===== config.mk =====
export PLATFORM = sky130hd
export DESIGN_NAME = imsic_msi_dispatch
export DESIGN_NICKNAME = d
export VERILOG_FILES = /design/src/rtl/imsic_msi_dispatch.sv
export SDC_FILE = /design/constraint.sdc
export NUM_CORES = 1
export LEC_CHECK = 0
export ABC_AREA = 1
export BUFFER_PORTS_ARGS = -buffer_cell sky130_fd_sc_hd__buf_2
export CAP_MARGIN = 10
export CORE_UTILIZATION = 25
export CTS_CLUSTER_SIZE = 16
export DETAILED_ROUTE_END_ITERATION = 16
export GPL_TIMING_DRIVEN = 0
export PLACE_DENSITY_LB_ADDON = 0.15
export SLEW_MARGIN = 10
export SYNTH_ARGS = -nofsm -noshare
export SYNTH_HDL_FRONTEND = slang
export SYNTH_SLANG_ARGS = --single-unit

===== constraint.sdc =====
create_clock -name clk -period 1.1 [get_ports clk]
set_input_delay 0.22 -clock clk [delete_from_list [all_inputs] [get_ports clk]]
set_output_delay 0.22 -clock clk [all_outputs]
set_load 0.01 [all_outputs]

===== src/rtl/imsic_msi_dispatch.sv =====
// imsic_msi_dispatch
//   Shares the single MSI delivery path towards the per-hart IMSIC CSR gates
//   between NR_REQ requesters. Requesters are served round-robin. Each accepted
//   MSI becomes one delivery pulse: o_msi_info_vld is high for VLD_HIGH_CYC
//   cycles, then o_msi_info is held stable for INFO_HOLD_CYC more cycles. This
//   lets the gates synchronise vld and latch info on the synced falling edge.
//
// Ports
//   clk             in   clock
//   rst             in   synchronous reset, active-high
//   i_req_vld       in   [NR_REQ]      requester k has an MSI pending
//   i_req_info      in   [NR_REQ*W]    requester k info at [k*W +: W]
//   o_req_rdy       out  [NR_REQ]      one-hot accept strobe (combinational)
//   o_msi_info      out  [W]           registered info to the IMSIC gates
//   o_msi_info_vld  out  1             registered delivery pulse
//   o_busy          out  1             high whenever a pulse is in progress
module imsic_msi_dispatch #(
  parameter int NR_REQ         = 2,
  parameter int MSI_INFO_WIDTH = 17,
  parameter int VLD_HIGH_CYC   = 5,
  parameter int INFO_HOLD_CYC  = 6
) (
  input  logic                             clk,
  input  logic                             rst,
  input  logic [NR_REQ-1:0]                i_req_vld,
  input  logic [NR_REQ*MSI_INFO_WIDTH-1:0] i_req_info,
  output logic [NR_REQ-1:0]                o_req_rdy,
  output logic [MSI_INFO_WIDTH-1:0]        o_msi_info,
  output logic                             o_msi_info_vld,
  output logic                             o_busy
);

  localparam int REQ_WIDTH = (NR_REQ > 1) ? $clog2(NR_REQ) : 1;
  localparam int MAX_CYC   = (VLD_HIGH_CYC > INFO_HOLD_CYC) ? VLD_HIGH_CYC : INFO_HOLD_CYC;
  localparam int CNT_WIDTH = $clog2(MAX_CYC + 1);

  if (VLD_HIGH_CYC < 1 || INFO_HOLD_CYC < 1) begin : g_bad_param
    $error("imsic_msi_dispatch: VLD_HIGH_CYC and INFO_HOLD_CYC must both be >= 1");
  end

  typedef enum logic [1:0] {
    IDLE = 2'd0,
    HIGH = 2'd1,
    HOLD = 2'd2
  } state_t;

  state_t                    state;
  state_t                    state_nxt;
  logic [REQ_WIDTH-1:0]      rr_ptr;
  logic [REQ_WIDTH-1:0]      rr_ptr_nxt;
  logic [CNT_WIDTH-1:0]      cnt;
  logic [CNT_WIDTH-1:0]      cnt_nxt;
  logic [MSI_INFO_WIDTH-1:0] info;
  logic [MSI_INFO_WIDTH-1:0] info_nxt;
  logic                      vld;
  logic                      vld_nxt;
  logic [NR_REQ-1:0]         rdy;

  logic                      grant_found;
  logic [REQ_WIDTH-1:0]      grant_idx;
  logic [REQ_WIDTH-1:0]      cand;
  logic [MSI_INFO_WIDTH-1:0] grant_info;

  // Round-robin search: first valid requester starting at rr_ptr, wrapping modulo NR_REQ.
  always_comb begin
    grant_found = 1'b0;
    grant_idx   = {REQ_WIDTH{1'b0}};
    cand        = {REQ_WIDTH{1'b0}};
    for (int i = 0; i < NR_REQ; i++) begin
      cand = REQ_WIDTH'((int'(rr_ptr) + i) % NR_REQ);
      if (!grant_found && i_req_vld[cand]) begin
        grant_found = 1'b1;
        grant_idx   = cand;
      end else begin
        grant_found = grant_found;
      end
    end
    grant_info = i_req_info[grant_idx*MSI_INFO_WIDTH +: MSI_INFO_WIDTH];
  end

  // Next-state, counter, pulse and accept-strobe logic for IDLE -> HIGH -> HOLD -> IDLE.
  always_comb begin
    state_nxt  = state;
    rr_ptr_nxt = rr_ptr;
    cnt_nxt    = cnt;
    info_nxt   = info;
    vld_nxt    = vld;
    rdy        = {NR_REQ{1'b0}};
    case (state)
      IDLE: begin
        // rst gates the strobe so no requester believes it was accepted during reset
        if (grant_found && !rst) begin
          rdy[grant_idx] = 1'b1;
          info_nxt       = grant_info;
          vld_nxt        = 1'b1;
          rr_ptr_nxt     = REQ_WIDTH'((int'(grant_idx) + 1) % NR_REQ);
          cnt_nxt        = CNT_WIDTH'(1);
          state_nxt      = HIGH;
        end else begin
          vld_nxt = 1'b0;
        end
      end
      HIGH: begin
        if (cnt == CNT_WIDTH'(VLD_HIGH_CYC)) begin
          vld_nxt   = 1'b0;
          cnt_nxt   = CNT_WIDTH'(1);
          state_nxt = HOLD;
        end else begin
          vld_nxt = 1'b1;
          cnt_nxt = cnt + CNT_WIDTH'(1);
        end
      end
      HOLD: begin
        vld_nxt = 1'b0;
        if (cnt == CNT_WIDTH'(INFO_HOLD_CYC)) begin
          cnt_nxt   = CNT_WIDTH'(0);
          state_nxt = IDLE;
        end else begin
          cnt_nxt = cnt + CNT_WIDTH'(1);
        end
      end
      default: begin
        vld_nxt   = 1'b0;
        cnt_nxt   = CNT_WIDTH'(0);
        state_nxt = IDLE;
      end
    endcase
  end

  // State and output registers; reset aborts any pulse in flight.
  always_ff @(posedge clk) begin
    if (rst) begin
      state  <= IDLE;
      rr_ptr <= {REQ_WIDTH{1'b0}};
      cnt    <= CNT_WIDTH'(0);
      info   <= {MSI_INFO_WIDTH{1'b0}};
      vld    <= 1'b0;
    end else begin
      state  <= state_nxt;
      rr_ptr <= rr_ptr_nxt;
      cnt    <= cnt_nxt;
      info   <= info_nxt;
      vld    <= vld_nxt;
    end
  end

  assign o_req_rdy      = rdy;
  assign o_msi_info     = info;
  assign o_msi_info_vld = vld;
  assign o_busy         = (state != IDLE);

endmodule


== Word-level counts from Yosys, hierarchy flattened ==
Index checks and enable logic that the tools add are counted.
Storage, ports and cells
  input bits: 38
  output and inout port bits: 21
  word-level logic and storage cells: 53
  register bits after elaboration: 24
Operators by class
  add/sub/neg operators: 3
  $mul: 1
  shifts and indexed selects: 1
  reduce and logical (&&, ||, !) cells: 9
  muxes and demuxes: 23
  equality and inequality tests: 7
  $lt $le $gt $ge: 4
Operators by type and width (count)
  34-bit by 7-bit indexed part select with 17-bit output: 1
  1-bit 2-to-1 mux: 11
  2-bit 2-to-1 mux: 5
  3-bit 2-to-1 mux: 3
  3-bit case mux with 3 select lines: 1
  3-bit == test (second input constant): 2
  1-bit by 2-bit < comparator with 1-bit output (second input constant): 3
  1-bit by 5-bit multiplier with 6-bit output (second input constant): 1
  2-bit inequality test (second input constant): 3
  2-bit case mux with 3 select lines: 1
  3-bit by 1-bit adder with 3-bit output (second input constant): 1
  1-bit logical AND: 3
  3-bit AND reduction: 1
  1-bit adder (second input constant): 2
  2-bit by 1-bit == test with 1-bit output (second input constant): 1
  2-bit == test (second input constant): 1
  1-bit zero test: 2
  2-bit zero test: 1
  1-bit case mux with 2 select lines: 1
  2-bit AND reduction: 1
  2-bit nonzero test: 1
  1-bit demux with 1-bit select: 1
  1-bit greater-or-equal comparator (second input constant): 1

== Longest topological paths before layout ==
  depth in word-level cells: 12
  mapped depth: 8
  gate-level depth less buffers: 7

== Least setup slack after synthesis ==
OpenSTA, ideal clock, no wires.
  kind: in2out
  start: in rst
  end: out o_req_rdy[0]
  buffers on the path: 2
  setup slack: -0.056 ns
  data required time: 0.880 ns
  arrival time: 0.936 ns
  stages on the path: 5
  cells stage by stage: buf_4 nor2_4 nand2_4 buf_2 a21oi_1
On the way
  word-level cells in the longest chain between the ends: 4
Ends and longest elaborated chain
  start: declaration: RTL line 24  | input logic rst,
  1-bit zero test: RTL line 92  | if (grant_found && !rst) begin
  1-bit logical AND: RTL line 92
  2-bit 2-to-1 mux: RTL line 92
  2-bit 2-to-1 mux: RTL line 89  | case (state)
  end: declaration: RTL line 27  | output logic [NR_REQ-1:0] o_req_rdy,
No other way between the ends.

== Worst setup path after layout ==
  start: reg state[1]
  end: out o_req_rdy[0]
On the way
  word-level cells in the longest chain between the ends: 2
Ends and longest elaborated chain
  start: declaration: RTL line 47  | state_t state;
  start signal: assignment: RTL line 139  | state <= state_nxt;
  2-bit zero test: RTL line 89
  2-bit 2-to-1 mux: RTL line 89
No other way between the ends.

==> qor.csv <==
stage;metric;value;unit
clocking;clk_latency;0.27;ns
clocking;cts_tree;yes;
drt;drc;0;
drt;vias;1442;
worst_setup_path;r2r_slack;-0.17;ns
worst_setup_path;r2r-end;o_msi_info[7];
synth;synth_seq_area_share;0.376;
clocking;clock-sinks;24;
worst_setup_path;worstPathMaxFanout;2;
synth;async_flop_share;0;
timing;slew_headroom;0.530;
timing;post-route-period-util;1.27;
placement;gp_congestion;0.791;
clocking;clockBufferDepth;2;
worst_setup_path;worstSetupPathType;reg2out;
synth;ys_types;17;
placement;dpl.hpwl;2470;um
min_path;holdPathStages;2;
pwr;p_leak;1.10;nW
finish;fin_area;2210;um^2
synth;synthCells;190;
pwr;p_int;1.83;mW
synth;syn_area;1280;um^2
global_routing;grt_start_max_net_pins;19;
placement;postPlaceCellArea;1650;um^2
synth;synth_fp_nets;228;
worst_setup_path;rr_startpoint;state[1];
finish;final_nets;308;
clocking;h-tree-depth;1;
pwr;p_switching;807;uW
pwr;power.total;2.64;mW
global_routing;first_global_vias;1325;
die;num_io_pins;59;
synth;synth_edf_count;0;
die;rows;25;
timing;final_max_slew_viol_count;0;
timing;setup_viol;24;
global_routing;grt_pass1_wl;6040;um
placement;io_buffers;57;
die;core-area;4820;um^2
synth;synth_warnings;0;
clocking;clkTransAtPathRegs;0.09;ns
synth;ys_seq_elements;24;
global_routing;antenna_found_initial;0;
worst_setup_path;arrival;1.17;ns
pwr;pwr-share-seq;0.371;
timing;fin_crit;1.39;ns
finish;drive_gt1_frac;0.569;
min_path;min_from;rst;
die;start_util;0.265;
die;dieArea;5390;um^2
synth;post_synth.cell_area_avg;6.72;um^2
drt;via_per_inst;4.29;
die;chipWidth;73.5;um
timing;rsz0062_at_grt;yes;
clocking;postCtsHoldBufs;0;
worst_setup_path;critical_path_required;0.88;ns
synth;synthFlopType;dfxtp_1;
min_path;min_path_type;in2reg;
timing;tightest_slew;0.706;ns
outcome;violations;setup timing;
pwr;powerDensity;1190;nW/um^2
worst_setup_path;start_kind;flop;
pwr;p_clk_frac;0.299;
worst_setup_path;reg2reg_depth;8;
timing;final_hold_viol_count;0;
finish;area_delta_synth_final;73.0;%
drt;wl_per_cell;11.6;um
finish;diodes;0;
pwr;peakVddDrop;0.537;mV
timing;finalClockSkew;0.00353;ns
drt;ant_nets;0;
min_path;hold_end;o_msi_info[3];
global_routing;grt.total_usage;0.147;
global_routing;overflow;0;
drt;first_iter_violations;60;
job;maxCapViolCount;0;
clocking;root_buffer;clkbuf_8;
worst_setup_path;critPathCaptureType;output pin;
clocking;cts_made_buffers;3;
timing;setup_ws;-0.295;ns
outcome;status;finished, violations left;
pwr;p_comb_frac;0.330;
pwr;sw_frac_of_total;0.306;
die;die_h;73.5;um
timing;fmax;717;MHz
drt;dr.pass1.iters;4;
drt;wirelength;3890;um
## through the flow
stage	setup WS, ns	instances	setup TNS (ns)	util	hold slack [ns]
2_1_floorplan	-0.00167	190	-0.00167	-	0.437
3_3_place_gp	-0.196	314	-1.06	0.343	0.452
3_5_place_dp	-0.180	314	-1.07	0.343	0.456
4_1_cts	-0.299	330	-2.90	0.405	0.181
5_1_grt	-0.371	336	-4.86	0.458	0.193
6_report	-0.295	336	-3.32	0.458	0.191
## repair_timing
| action | in CTS | in global routing |
|---|---|---|
| hold endpoints to repair | 0 | 0 |
| resized for setup | 33 | 63 |
| setup buffers | 11 | 8 |
| cloned | 2 | 0 |
| pin swaps | 10 | 38 |
| setup endpoints to repair | 18 | 24 |
## layer usage
layer  share of wire  GRT usage  vias up
li1                -          -      763
met1            0.43      0.179      643
met2            0.51      0.260       30
met3           0.046     0.0261        6
met4           0.017     0.0449        0
met5               0          0        -
## how the worst max path moves through the flow
stage	cells past startpoint	start	slack, ns	end
after floorplan	5	rst	-0.002	o_req_rdy[0]
after global placement	6	i_req_vld[1]	-0.20	o_req_rdy[1]
after detailed placement	6	i_req_vld[1]	-0.18	o_req_rdy[1]
after CTS	5	state[0]	-0.30	o_req_rdy[0]
after global routing	5	state[1]	-0.37	o_req_rdy[0]
final	5	state[1]	-0.29	o_req_rdy[0]
## state kept, by name, summed over array words and instances, names as in the netlist
name,cells
cnt,3
o_msi_info,17
rr_ptr,1
state,2
o_msi_info_vld,1
## critical path, stage by stage (launching register included)
cell     delay, ns
dfxtp_4       0.36
nor2_4        0.13
nand2_4       0.07
buf_8         0.12
a21oi_2       0.09
buf_2         0.13
## cell usage in the layout, fill, tap and decap left out, types with 3 or more instances in the layout
| master | instances |
|---|---|
| buf_6 | 6 |
| buf_4 | 14 |
| nand2_4 | 15 |
| clkbuf_8 | 3 |
| nand2_1 | 58 |
| dfxtp_1 | 21 |
| a21oi_1 | 3 |
| a21oi_2 | 19 |
| nand2_2 | 13 |
| buf_8 | 3 |
| nand3_1 | 21 |
| inv_1 | 7 |
| buf_2 | 56 |
| nor2_4 | 6 |
## cell usage after synthesis (3+ instances only)
library cell | n | area share
buf_4 | 4 | 0.024
inv_1 | 10 | 0.029
a21oi_2 | 5 | 0.034
o21ai_0 | 3 | 0.012
nor2_1 | 6 | 0.018
nand3_1 | 23 | 0.090
dfxtp_1 | 24 | 0.38
a21oi_1 | 17 | 0.067
nand2_4 | 3 | 0.026
nand2_1 | 84 | 0.25
## logic make-up (layout without fill, tap and decap cells)
kind of cell           Yosys count  in the layout  share of synthesized area
AO/OA/AOI/OAI                   25             25                      0.113
buffers and inverters           21            100                     0.0971
flip-flops                      24             24                      0.376
AND/OR/NAND/NOR                120            120                      0.414
## final cells by class
type                    count  area (um^2)
plain buffers               9         91.3
clock buffers               3         41.3
clock inverters             1         30.0
fillers                   504         2610
inverters                  11         56.3
multi-input cells         145          907
flip-flops and latches     24          489
well taps                  67         83.8
repair buffers             76          509
## power by group through the flow
stage | sequential, mW | combinational [mW] | clock [mW]
floorplan | 1.02 | 0.324 | 0
global placement | 0.999 | 0.540 | 0
detailed placement | 0.999 | 0.539 | 0
CTS | 0.977 | 0.700 | 0.810
global route | 0.988 | 0.955 | 0.835
finish | 0.978 | 0.871 | 0.789
Note: power is estimated with default switching activity, not from simulation.
